<file path="src/rtl/uart_pkg.sv">
`default_nettype none
//==============================================================================
// Module   : uart_pkg
// Shared state encoding and default limits for the UART transmit arbiter.
// Revision : 1.0
//==============================================================================
package uart_pkg;

   typedef enum logic [0:0] {
      ST_ARBITRATE = 1'b0,
      ST_GRANTED   = 1'b1
   } arb_state_t;

   localparam int c_max_burst_default    = 16;
   localparam int c_idle_timeout_default = 64;

endpackage
`default_nettype wire

</file>
<file path="src/rtl/uart_rr_picker.sv">
`default_nettype none
//==============================================================================
// Module   : uart_rr_picker
// Combinational round-robin search: first set request at or above i_ptr, wrapping.
// Revision : 1.0
//==============================================================================
module uart_rr_picker #(
   parameter  int NUM_REQUESTERS = 4,
   localparam int IDX_W          = $clog2(NUM_REQUESTERS)
) (
   input  logic [NUM_REQUESTERS-1:0] i_req,
   input  logic [IDX_W-1:0]          i_ptr,
   output logic                      o_found,
   output logic [IDX_W-1:0]          o_idx
);

   logic [IDX_W:0]   w_sum;
   logic [IDX_W-1:0] w_cand;

   // The extra sum bit keeps ptr + offset exact before the modulo fold.
   always_comb begin
      o_found = 1'b0;
      o_idx   = '0;
      w_sum   = '0;
      w_cand  = '0;
      for (int k = 0; k < NUM_REQUESTERS; k++) begin
         w_sum = {1'b0, i_ptr} + (IDX_W+1)'(k);
         if (w_sum >= (IDX_W+1)'(NUM_REQUESTERS)) begin
            w_sum = w_sum - (IDX_W+1)'(NUM_REQUESTERS);
         end
         w_cand = w_sum[IDX_W-1:0];
         if (!o_found && i_req[w_cand]) begin
            o_found = 1'b1;
            o_idx   = w_cand;
         end
      end
   end

endmodule
`default_nettype wire

</file>
<file path="src/rtl/uart_tx_arbiter.sv">
`default_nettype none
//==============================================================================
// Module   : uart_tx_arbiter
// Round-robin arbiter sharing one UART transmitter among several byte sources.
// Revision : 1.0
//==============================================================================
module uart_tx_arbiter
   import uart_pkg::*;
#(
   parameter  int NUM_REQUESTERS = 4,
   parameter  int MAX_BURST      = c_max_burst_default,
   parameter  int IDLE_TIMEOUT   = c_idle_timeout_default,
   localparam int IDX_W          = $clog2(NUM_REQUESTERS)
) (
   input  logic                        clk,
   input  logic                        rst,
   input  logic [NUM_REQUESTERS*8-1:0] req_data,
   input  logic [NUM_REQUESTERS-1:0]   req_valid,
   input  logic [NUM_REQUESTERS-1:0]   req_last,
   output logic [NUM_REQUESTERS-1:0]   req_ready,
   output logic [7:0]                  tx_data,
   output logic                        tx_valid,
   input  logic                        tx_ready,
   output logic                        grant_valid,
   output logic [IDX_W-1:0]            grant_id
);

   localparam logic [7:0]       c_MAX_BURST    = 8'(MAX_BURST);
   localparam logic [9:0]       c_IDLE_TIMEOUT = 10'(IDLE_TIMEOUT);
   localparam logic [IDX_W-1:0] c_LAST_ID      = IDX_W'(NUM_REQUESTERS - 1);

   arb_state_t       r_state;
   logic [IDX_W-1:0] r_rr_ptr;
   logic [IDX_W-1:0] r_grant_id;
   logic [7:0]       r_burst_cnt;
   logic [9:0]       r_idle_cnt;

   logic             w_found;
   logic [IDX_W-1:0] w_pick;
   logic             w_granted;
   logic             w_sel_valid;
   logic             w_sel_last;
   logic [7:0]       w_sel_data;
   logic             w_handshake;
   logic [7:0]       w_burst_inc;
   logic [9:0]       w_idle_inc;
   logic [IDX_W-1:0] w_next_ptr;

   uart_rr_picker #(
      .NUM_REQUESTERS (NUM_REQUESTERS)
   ) u_picker (
      .i_req   (req_valid),
      .i_ptr   (r_rr_ptr),
      .o_found (w_found),
      .o_idx   (w_pick)
   );

   assign w_granted   = (r_state == ST_GRANTED);
   assign w_sel_valid = req_valid[r_grant_id];
   assign w_sel_last  = req_last[r_grant_id];
   assign w_sel_data  = req_data[{r_grant_id, 3'b000} +: 8];
   assign w_handshake = w_granted && w_sel_valid && tx_ready;
   assign w_burst_inc = r_burst_cnt + 8'd1;
   assign w_idle_inc  = r_idle_cnt + 10'd1;
   assign w_next_ptr  = (r_grant_id == c_LAST_ID) ? '0 : r_grant_id + 1'b1;

   always_comb begin
      req_ready   = '0;
      grant_valid = w_granted;
      tx_valid    = w_granted && w_sel_valid;
      tx_data     = w_granted ? w_sel_data : 8'h00;
      grant_id    = r_grant_id;
      if (w_granted) begin
         req_ready[r_grant_id] = tx_ready;
      end
   end

   always_ff @(posedge clk or posedge rst) begin
      if (rst) begin
         r_state     <= ST_ARBITRATE;
         r_rr_ptr    <= '0;
         r_grant_id  <= '0;
         r_burst_cnt <= '0;
         r_idle_cnt  <= '0;
      end else begin
         case (r_state)
            ST_ARBITRATE: begin
               if (w_found) begin
                  r_grant_id  <= w_pick;
                  r_burst_cnt <= '0;
                  r_idle_cnt  <= '0;
                  r_state     <= ST_GRANTED;
               end
            end
            ST_GRANTED: begin
               if (w_handshake) begin
                  r_burst_cnt <= w_burst_inc;
                  r_idle_cnt  <= '0;
                  if (w_sel_last || (w_burst_inc == c_MAX_BURST)) begin
                     r_rr_ptr <= w_next_ptr;
                     r_state  <= ST_ARBITRATE;
                  end
               end else if (!w_sel_valid) begin
                  // A stalled tx_ready with valid high is not idleness.
                  r_idle_cnt <= w_idle_inc;
                  if (w_idle_inc == c_IDLE_TIMEOUT) begin
                     r_rr_ptr <= w_next_ptr;
                     r_state  <= ST_ARBITRATE;
                  end
               end
            end
            default: r_state <= ST_ARBITRATE;
         endcase
      end
   end

endmodule
`default_nettype wire

</file>
<file path="config.mk">
export PLATFORM = sky130hd
export DESIGN_NAME = uart_tx_arbiter
export DESIGN_NICKNAME = d
export VERILOG_FILES = /design/src/rtl/uart_pkg.sv /design/src/rtl/uart_rr_picker.sv /design/src/rtl/uart_tx_arbiter.sv
export SDC_FILE = /design/constraint.sdc
export NUM_CORES = 1
export LEC_CHECK = 0
export ABC_CLOCK_PERIOD_IN_PS = 2800
export CORE_UTILIZATION = 40
export CTS_BUF_LIST = sky130_fd_sc_hd__clkbuf_2 sky130_fd_sc_hd__clkbuf_4 sky130_fd_sc_hd__clkbuf_8
export DETAILED_ROUTE_END_ITERATION = 10
export GPL_ROUTABILITY_DRIVEN = 0
export PLACE_DENSITY = 0.79
export RECOVER_POWER = 100
export SYNTH_ARGS = -nofsm -noshare
export SYNTH_HDL_FRONTEND = slang
export SYNTH_HIERARCHICAL = 1
export SYNTH_SLANG_ARGS = --single-unit
</file>
<file path="constraint.sdc">
create_clock -name clk -period 2.8 [get_ports clk]
set_input_delay 0.56 -clock clk [delete_from_list [all_inputs] [get_ports clk]]
set_output_delay 0.56 -clock clk [all_outputs]
set_load 0.005 [all_outputs]
</file>
==> results of run 1 <==
[metal layers]
layer	vias up	part of all wire [%]
li1	825	-
met1	800	43
met2	41	52
met3	10	3.0
met4	0	2.1
met5	-	0
[worst max-delay path by stage]
stage / slack [ps] / cells after the start / endpoint / startpoint
after floorplan: 800 / 3 / tx_data[0] / grant_id[0]
after global placement: 80 / 4 / tx_valid / req_valid[1]
after detailed placement: 60 / 4 / tx_valid / req_valid[1]
after CTS: 60 / 4 / tx_valid / req_valid[1]
after global routing: 6 / 4 / req_ready[0] / grant_id[1]
final: 50 / 4 / tx_valid / req_valid[1]
[cell usage in the layout, fill, tap and decap left out, types with 2 or more instances in the layout]
| cell | instances |
|---|---|
| xnor2_1 | 2 |
| o21ai_0 | 31 |
| dlygate4sd3_1 | 8 |
| o31ai_1 | 6 |
| buf_4 | 3 |
| and4_1 | 2 |
| and2_1 | 11 |
| nor2_1 | 9 |
| nand4_1 | 3 |
| clkbuf_1 | 3 |
| xor2_1 | 2 |
| and2_0 | 2 |
| inv_1 | 9 |
| and3_1 | 6 |
| ha_1 | 7 |
| clkdlybuf4s50_1 | 50 |
| nor4_1 | 2 |
| nand3_1 | 11 |
| clkbuf_8 | 3 |
| nor2b_1 | 4 |
| a31oi_1 | 2 |
| a21oi_1 | 9 |
| nand2b_1 | 5 |
| nand2_1 | 14 |
| mux4_2 | 10 |
| mux2_1 | 2 |
| dfrtp_1 | 23 |
| or3_1 | 2 |
[sequential cells by signal, summed over array words and instances, names as in the netlist]
name / count
r_rr_ptr: 2
grant_id: 2
r_idle_cnt: 10
r_burst_cnt: 8
grant_valid: 1
[logic make-up after synthesis]
family | Yosys count | synth area share (%)
AOI/OAI and AO/OA | 53 | 17.7
xor gates and xnor gates | 4 | 1.99
adders and majority gates | 7 | 4.96
buffers and inverters | 19 | 4.75
DFF | 23 | 32.6
muxes | 12 | 14.0
and+or+nand+nor | 73 | 23.9
[where the power goes]
group	total [mW]	internal (mW)	switching, mW
clock network	0.224	0.112	0.112
logic	0.868	0.493	0.375
registers	0.519	0.394	0.125
[final cells by class]
cell class | instances | area share, %
multi-input cells | 149 | 44.6
repair buffers | 66 | 25.6
flip-flops and latches | 23 | 23.6
well taps | 50 | 2.57
clock buffers | 4 | 2.00
inverters | 10 | 1.54
[stage by stage]
step / hold slack, ps / power [mW] / utilization, %
5_1_grt: 543 / 1.73 / 59.2
3_3_place_gp: 472 / 1.40 / 58.8
2_1_floorplan: 452 / 1.02 / -
6_report: 508 / 1.61 / 59.2
4_1_cts: 509 / 1.66 / 60.0
3_5_place_dp: 497 / 1.43 / 58.8
==> results.sh, run 1 <==
export IMPL_min_period_ps=2750
export IMPL_routed_wl_um=4630
export IMPL_clock_fmax_ghz=0.364
export IMPL_die_width_um=68.4
export IMPL_ys_top_cells_by_count="o21ai_0 (30), dfrtp_1 (23), nand2_1 (14)"
export IMPL_ys_seq_area_share_pct=32.6
export IMPL_antennaDiodeCount=0
export IMPL_cp_slowest_stage_delay_ps=520
export IMPL_hold_viol=0
export IMPL_fin_cells=302
export IMPL_io_pins=59
export IMPL_setup_ws_ps=51.6
export IMPL_core_sq_um=4120
export IMPL_pre_cts_slack_ps=55.3
export IMPL_numCtsBuffers=3
export IMPL_synthToLayoutAreaGrowth_pct=38.0
export IMPL_status="complete, no violations"
export IMPL_grt_busiest_layer="met2"
export IMPL_path_buf_inv=2
export IMPL_rsz0062_at_grt="false"
export IMPL_cp_arrival_ps=2190
export IMPL_yosys_area_top_type_share_pct=32.6
export IMPL_multi_input_area_sq_um=1090
export IMPL_cts_sinks=23
export IMPL_path_max_fanout=4
export IMPL_worstMarginPinSlew_ps=1270
export IMPL_cp_required_ps=2240
export IMPL_ys_ff_latch=23
export IMPL_ff_latch_area_sq_um=576
export IMPL_cts_resized=0
export IMPL_num_rows=23
export IMPL_tns_ps=0
export IMPL_cp_slowest_cell="mux4_2"
export IMPL_syn_avg_cell_area_sq_um=9.24
export IMPL_cts_reportedPaths_clkPinSlew_ps=90
export IMPL_powerDensity_nw_per_um2=662
export IMPL_met3_usage_pct=3.00
export IMPL_ys_top_cells_by_area="dfrtp_1 (33%), mux4_2 (13%), o21ai_0 (8.5%), ha_1 (5.0%), and2_1 (4.3%)"
export IMPL_via_count=1676
export IMPL_grt_max_degree=24
export IMPL_gr_usage_met2_pct=37.7
export IMPL_relSlewSlack_pct=15.0
export IMPL_grt_use_total_pct=21.8
export IMPL_hpwlAfterDp_um=3660
export IMPL_dieArea_sq_um=4680
export IMPL_cts_tree="yes"
export IMPL_port_buffer_count=58
export IMPL_critPathMostFrequentCell="clkdlybuf4s50_1"
export IMPL_cp_top_family="buffers and inverters"
export IMPL_hold_path_class="reg -> reg"
export IMPL_final_nets=303
export IMPL_fillCellCount=360
export IMPL_wl_per_cell_um=15.3
export IMPL_start_kind="input port"
export IMPL_syn_nets=241
export IMPL_antenna_left=0
export IMPL_min_path_cells=1
export IMPL_clock_latency_ps=270
export IMPL_ys_warn_count=6
export IMPL_end_kind="output port"
export IMPL_skew_ps=7.57
export IMPL_grt_pass1_vias=1555
export IMPL_r2r_start="grant_id[1]"
export IMPL_placed_cell_area_sq_um=2420
export IMPL_synth_cell_types=36
export IMPL_cts_root_buf="clkbuf_8"
export IMPL_min_to="r_burst_cnt[7]"
export IMPL_grt_overflow_total=0
export IMPL_path_cells="clkdlybuf4s50_1 > mux4_2 > and2_1 > clkdlybuf4s50_1"
export IMPL_final_setup_viol_count=0
export IMPL_async_reset_ff_share_pct=100
export IMPL_htreeDepth=1
export IMPL_chipHeight_um=68.4
export IMPL_slew_viol_final=0
export IMPL_reg2reg_setup_slack_ps=430
export IMPL_netlist_instances=191
export IMPL_first_pass_iters=4
export IMPL_antenna_found_initial=0
export IMPL_yosysMostFrequentCell="o21ai_0"
export IMPL_start_util_pct=42.9
export IMPL_rr_endpoint="r_rr_ptr[0]"
export IMPL_dpl_cell_count=298
export IMPL_clk_path_buf_depth=2
export IMPL_vias_per_cell=5.55
export IMPL_drive_above_1_share_pct=9.13
export IMPL_fin_area_sq_um=2430
export IMPL_p_leak_nw=1.03
export IMPL_r2r_cells=5
export IMPL_critical_path_class="in -> out"
export IMPL_cts_hold_buf=0
export IMPL_synth_area_leader_cell="dfrtp_1"
export IMPL_drc=0
export IMPL_netlist_area_sq_um=1760
export IMPL_grt_pass1_wl_um=7480
export IMPL_post_cts_buffers=0
export IMPL_yosys_most_used_dff="dfrtp_1"
export IMPL_globalRouteMet1Util_pct=27.2
export IMPL_first_iter_violations=103
export IMPL_ir_drop_mv=0.335
export IMPL_max_cap_viol_count=0
export IMPL_min_from="r_burst_cnt[7]"
export IMPL_finalCritPeriodShare_pct=98.2
export IMPL_synth_edf_count=0
No activity file was read; power rests on OpenSTA's default activity.
==> inputs of run 2 (changes only) <==
CORE_MARGIN = 2   (was unset)
==> results.sh, run 2 (same netlist as run 1, synthesis figures left out) <==
export IMPL_path_buf_inv=2
export IMPL_clock_latency_ps=260
export IMPL_r2r_start="grant_id[0]"
export IMPL_powerDensity_nw_per_um2=649
export IMPL_antenna_found_initial=0
export IMPL_cts_root_buf="clkbuf_8"
export IMPL_cp_arrival_ps=2150
export IMPL_cts_reportedPaths_clkPinSlew_ps=80
export IMPL_largest_reg_flops=10
export IMPL_drive_above_1_share_pct=7.97
export IMPL_slew_viol_final=0
export IMPL_via_count=1695
export IMPL_dieArea_sq_um=4960
export IMPL_port_buffer_count=58
export IMPL_cts_resized=0
export IMPL_grt_pass1_vias=1594
export IMPL_min_to="r_burst_cnt[7]"
export IMPL_num_rows=24
export IMPL_grt_use_total_pct=19.3
export IMPL_hold_path_class="reg -> reg"
export IMPL_cp_slowest_cell="dlygate4sd3_1"
export IMPL_io_pins=59
export IMPL_switching_share_pct=38.0
export IMPL_top_regs="r_idle_cnt (10), r_burst_cnt (8)"
export IMPL_final_common_cell="clkdlybuf4s50_1"
export IMPL_grt_overflow_total=0
export IMPL_start_kind="input port"
export IMPL_numCtsBuffers=3
export IMPL_path_cells="clkdlybuf4s50_1 > mux4_2 > and2_1 > dlygate4sd3_1"
export IMPL_drc=0
export IMPL_rr_endpoint="r_rr_ptr[0]"
export IMPL_cp_top_family="buffers and inverters"
export IMPL_tns_ps=0
export IMPL_cts_hold_buf=0
export IMPL_start_util_pct=41.1
export IMPL_final_setup_viol_count=0
export IMPL_grt_max_degree=24
export IMPL_min_from="r_burst_cnt[7]"
export IMPL_hold_viol=0
export IMPL_core_sq_um=4290
export IMPL_totalPowerFinal_mw=1.57
export IMPL_synthToLayoutAreaGrowth_pct=37.4
export IMPL_top_register="r_idle_cnt"
export IMPL_chipHeight_um=70.4
export IMPL_die_width_um=70.4
export IMPL_min_period_ps=2710
export IMPL_cts_tree="yes"
export IMPL_rsz0062_at_grt="false"
export IMPL_clk_path_buf_depth=2
export IMPL_clock_fmax_ghz=0.369
export IMPL_cp_required_ps=2240
export IMPL_worstMarginPinSlew_ps=1240
export IMPL_skew_ps=8.09
export IMPL_end_kind="output port"
export IMPL_max_cap_viol_count=0
export IMPL_vias_per_cell=5.59
export IMPL_first_pass_iters=4
export IMPL_reg2reg_setup_slack_ps=300
export IMPL_netSwitchingPower_mw=0.599
export IMPL_final_cell_mix="clkdlybuf4s50_1 (49), o21ai_0 (31), dfrtp_1 (23)"
export IMPL_power_frac_seq_pct=32.7
export IMPL_relSlewSlack_pct=17.3
export IMPL_hpwlAfterDp_um=3560
export IMPL_critical_path_class="in -> out"
export IMPL_p_leak_nw=1.01
export IMPL_final_nets=302
export IMPL_cp_slowest_stage_delay_ps=570
export IMPL_grt_pass1_wl_um=7730
export IMPL_r2r_cells=7
export IMPL_antenna_left=0
export IMPL_ir_drop_mv=0.483
export IMPL_p_clk_share_pct=13.1
export IMPL_fillCellCount=401
export IMPL_post_cts_buffers=0
export IMPL_path_max_fanout=1
export IMPL_finalCritPeriodShare_pct=96.8
export IMPL_routed_wl_um=4570
export IMPL_first_iter_violations=84
export IMPL_status="complete, no violations"
export IMPL_wl_per_cell_um=15.1
export IMPL_antennaDiodeCount=0
export IMPL_combPwrFrac_pct=54.2
export IMPL_min_path_cells=1
export IMPL_htreeDepth=1
export IMPL_cts_sinks=23
export IMPL_internal_power_mw=0.976
==> run 2: cell count changes in the layout (fill, tap and decap cells not counted) <==
| cell | before | now |
|---|---|---|
| buf_4 | 3 | 2 |
| clkbuf_4 | 1 | 0 |
| buf_2 | 1 | 0 |
| clkdlybuf4s50_1 | 50 | 49 |
| clkbuf_1 | 3 | 5 |
| clkinv_2 | 0 | 1 |
| clkbuf_2 | 1 | 0 |
| dlygate4sd3_1 | 8 | 9 |
==> run 2: routing by layer <==
layer	global-route usage (%)	wire, um	up-vias
met5	0	0	-
met2	32.8	2310	54
met1	26.6	1970	810
met3	2.89	236	10
met4	2.78	48	0
li1	-	-	821
==> run 2: layout make-up <==
| type | count | area [sq um] | area share, % |
|---|---|---|---|
| clock buffers | 3 | 41.3 | 1.70 |
| clock inverters | 1 | 5.00 | 0.206 |
| flip-flops and latches | 23 | 576 | 23.7 |
| repair buffers | 65 | 614 | 25.3 |
| well taps | 52 | 65.1 | 2.68 |
| multi-input cells | 149 | 1090 | 44.8 |
| inverters | 10 | 37.5 | 1.55 |
==> run 2: worst max path at each step <==
| stage | to | slack (ps) | cells past startpoint | start |
|---|---|---|---|---|
| after global placement | tx_valid | 130 | 4 | req_valid[3] |
| after CTS | tx_valid | 120 | 4 | req_valid[3] |
| final | tx_data[1] | 90 | 4 | req_data[25] |
| after global routing | tx_data[3] | 30 | 4 | grant_id[0] |
| after detailed placement | tx_valid | 120 | 4 | req_valid[3] |
| after floorplan | tx_data[0] | 800 | 3 | grant_id[0] |
==> run 2: power groups by stage <==
stage	Clock [mW]	Sequential [mW]	Combinational [mW]
CTS	0.213	0.515	0.911
finish	0.206	0.515	0.854
floorplan	0	0.467	0.556
detailed placement	0	0.522	0.907
global placement	0	0.519	0.890
global route	0.226	0.532	0.953
==> run 2: metrics by stage <==
stage | cells | setup WS [ps] | area [sq um] | hold slack, ps | util (%)
after floorplan | 191 | 804 | 1760 | 452 | -
after global placement | 299 | 131 | 2420 | 475 | 56.3
after detailed placement | 299 | 118 | 2420 | 486 | 56.3
after CTS | 303 | 118 | 2460 | 497 | 57.3
after global routing | 303 | 32.7 | 2420 | 539 | 56.5
final | 303 | 89.3 | 2420 | 495 | 56.5
==> inputs of run 3 (changes only) <==
PLACE_DENSITY = unset   (was 0.79)
PLACE_DENSITY_LB_ADDON = 0.3   (was unset)
==> results.sh, run 3 (same netlist as run 1, synthesis figures left out) <==
export IMPL_io_pins=59
export IMPL_die_width_um=70.4
export IMPL_reg2reg_setup_slack_ps=430
export IMPL_cts_resized=0
export IMPL_grt_max_degree=24
export IMPL_critical_path_class="in -> out"
export IMPL_port_buffer_count=58
export IMPL_cts_sinks=23
export IMPL_fin_area_sq_um=2420
export IMPL_worstMarginPinSlew_ps=1260
export IMPL_start_kind="input port"
export IMPL_first_pass_iters=4
export IMPL_rsz0062_at_grt="false"
export IMPL_globalRouteMet1Util_pct=22.8
export IMPL_hpwlAfterDp_um=3320
export IMPL_cp_arrival_ps=2150
export IMPL_r2r_cells=7
export IMPL_grt_overflow_total=0
export IMPL_totalPowerFinal_mw=1.56
export IMPL_met3_usage_pct=2.31
export IMPL_cts_tree="yes"
export IMPL_clk_path_buf_depth=2
export IMPL_multi_input_area_sq_um=1090
export IMPL_fin_cells=302
export IMPL_cts_hold_buf=0
export IMPL_end_kind="output port"
export IMPL_finalCritPeriodShare_pct=96.8
export IMPL_final_common_cell="clkdlybuf4s50_1"
export IMPL_grt_pass1_wl_um=7350
export IMPL_synthToLayoutAreaGrowth_pct=37.4
export IMPL_status="complete, no violations"
export IMPL_hold_path_class="reg -> reg"
export IMPL_final_cell_mix="clkdlybuf4s50_1 (43), o21ai_0 (31), dfrtp_1 (23)"
export IMPL_antenna_left=0
export IMPL_grt_busiest_layer="met2"
export IMPL_drive_above_1_share_pct=8.00
export IMPL_chipHeight_um=70.4
export IMPL_skew_ps=3.46
export IMPL_slew_viol_final=0
export IMPL_routed_wl_um=4220
export IMPL_top_regs="r_idle_cnt (10), r_burst_cnt (8)"
export IMPL_first_iter_violations=39
export IMPL_antenna_found_initial=0
export IMPL_antennaDiodeCount=0
export IMPL_cts_reportedPaths_clkPinSlew_ps=80
export IMPL_r2r_start="grant_id[0]"
export IMPL_pre_cts_slack_ps=99.6
export IMPL_path_max_fanout=1
export IMPL_final_nets=301
export IMPL_setup_ws_ps=90.2
export IMPL_powerDensity_nw_per_um2=645
export IMPL_htreeDepth=1
export IMPL_dpl_cell_count=298
export IMPL_placed_cell_area_sq_um=2410
export IMPL_startpoint="req_data[25]"
export IMPL_vias_per_cell=5.33
export IMPL_post_cts_buffers=0
export IMPL_ff_latch_area_sq_um=576
export IMPL_via_count=1609
export IMPL_relSlewSlack_pct=16.3
export IMPL_dieArea_sq_um=4960
export IMPL_largest_reg_flops=10
export IMPL_grt_pass1_vias=1592
export IMPL_fillCellCount=393
export IMPL_clock_fmax_ghz=0.369
export IMPL_ir_drop_mv=0.414
export IMPL_grt_use_total_pct=18.1
export IMPL_crit_end="tx_data[1]"
export IMPL_final_setup_viol_count=0
export IMPL_numCtsBuffers=3
export IMPL_drc=0
export IMPL_start_util_pct=41.1
export IMPL_p_leak_nw=1.02
export IMPL_num_rows=24
export IMPL_layout_core_utilization_pct=56.4
export IMPL_fin_hold_ws_ps=499
export IMPL_cts_root_buf="clkbuf_8"
export IMPL_tns_ps=0
export IMPL_wl_per_cell_um=14.0
export IMPL_min_period_ps=2710
export IMPL_max_cap_viol_count=0
export IMPL_gr_usage_met2_pct=32.0
export IMPL_rr_endpoint="r_rr_ptr[0]"
export IMPL_core_sq_um=4290
export IMPL_top_register="r_idle_cnt"
export IMPL_clock_latency_ps=260
export IMPL_cp_required_ps=2240
export IMPL_hold_viol=0
[run 3: critical path: stages]
cell and delay [ps]:
clkdlybuf4s50_1 390, mux4_2 450, and2_1 160, dlygate4sd3_1 590
[run 3: how the worst min path moves through the flow]
stage | startpoint | endpoint | slack, ps | depth (start not counted)
floorplan | r_burst_cnt[7] | r_burst_cnt[7] | 450 | 1
global route | r_burst_cnt[7] | r_burst_cnt[7] | 560 | 1
detailed placement | r_burst_cnt[7] | r_burst_cnt[7] | 490 | 1
CTS | r_burst_cnt[7] | r_burst_cnt[7] | 500 | 1
global placement | r_burst_cnt[7] | r_burst_cnt[7] | 490 | 1
finish | r_burst_cnt[7] | r_burst_cnt[7] | 500 | 1
[run 3: layout make-up]
class                      instances  area share, %
multi-input combinational        149           44.8
timing repair buffer              64           25.2
sequential                        23           23.7
tap                               52           2.68
clock buffer                       4           2.01
inverter                          10           1.55
[run 3: power breakdown]
group          total (mW)  internal, mW  switching [mW]
sequential          0.509         0.394           0.114
combinational       0.839         0.472           0.367
clock               0.214         0.111           0.103
[run 3: routing by layer]
metal,up-vias,share of wire [%]
met3,11,2.0
met2,22,51
met4,0,2.2
met5,-,0
met1,758,45
li1,818,-
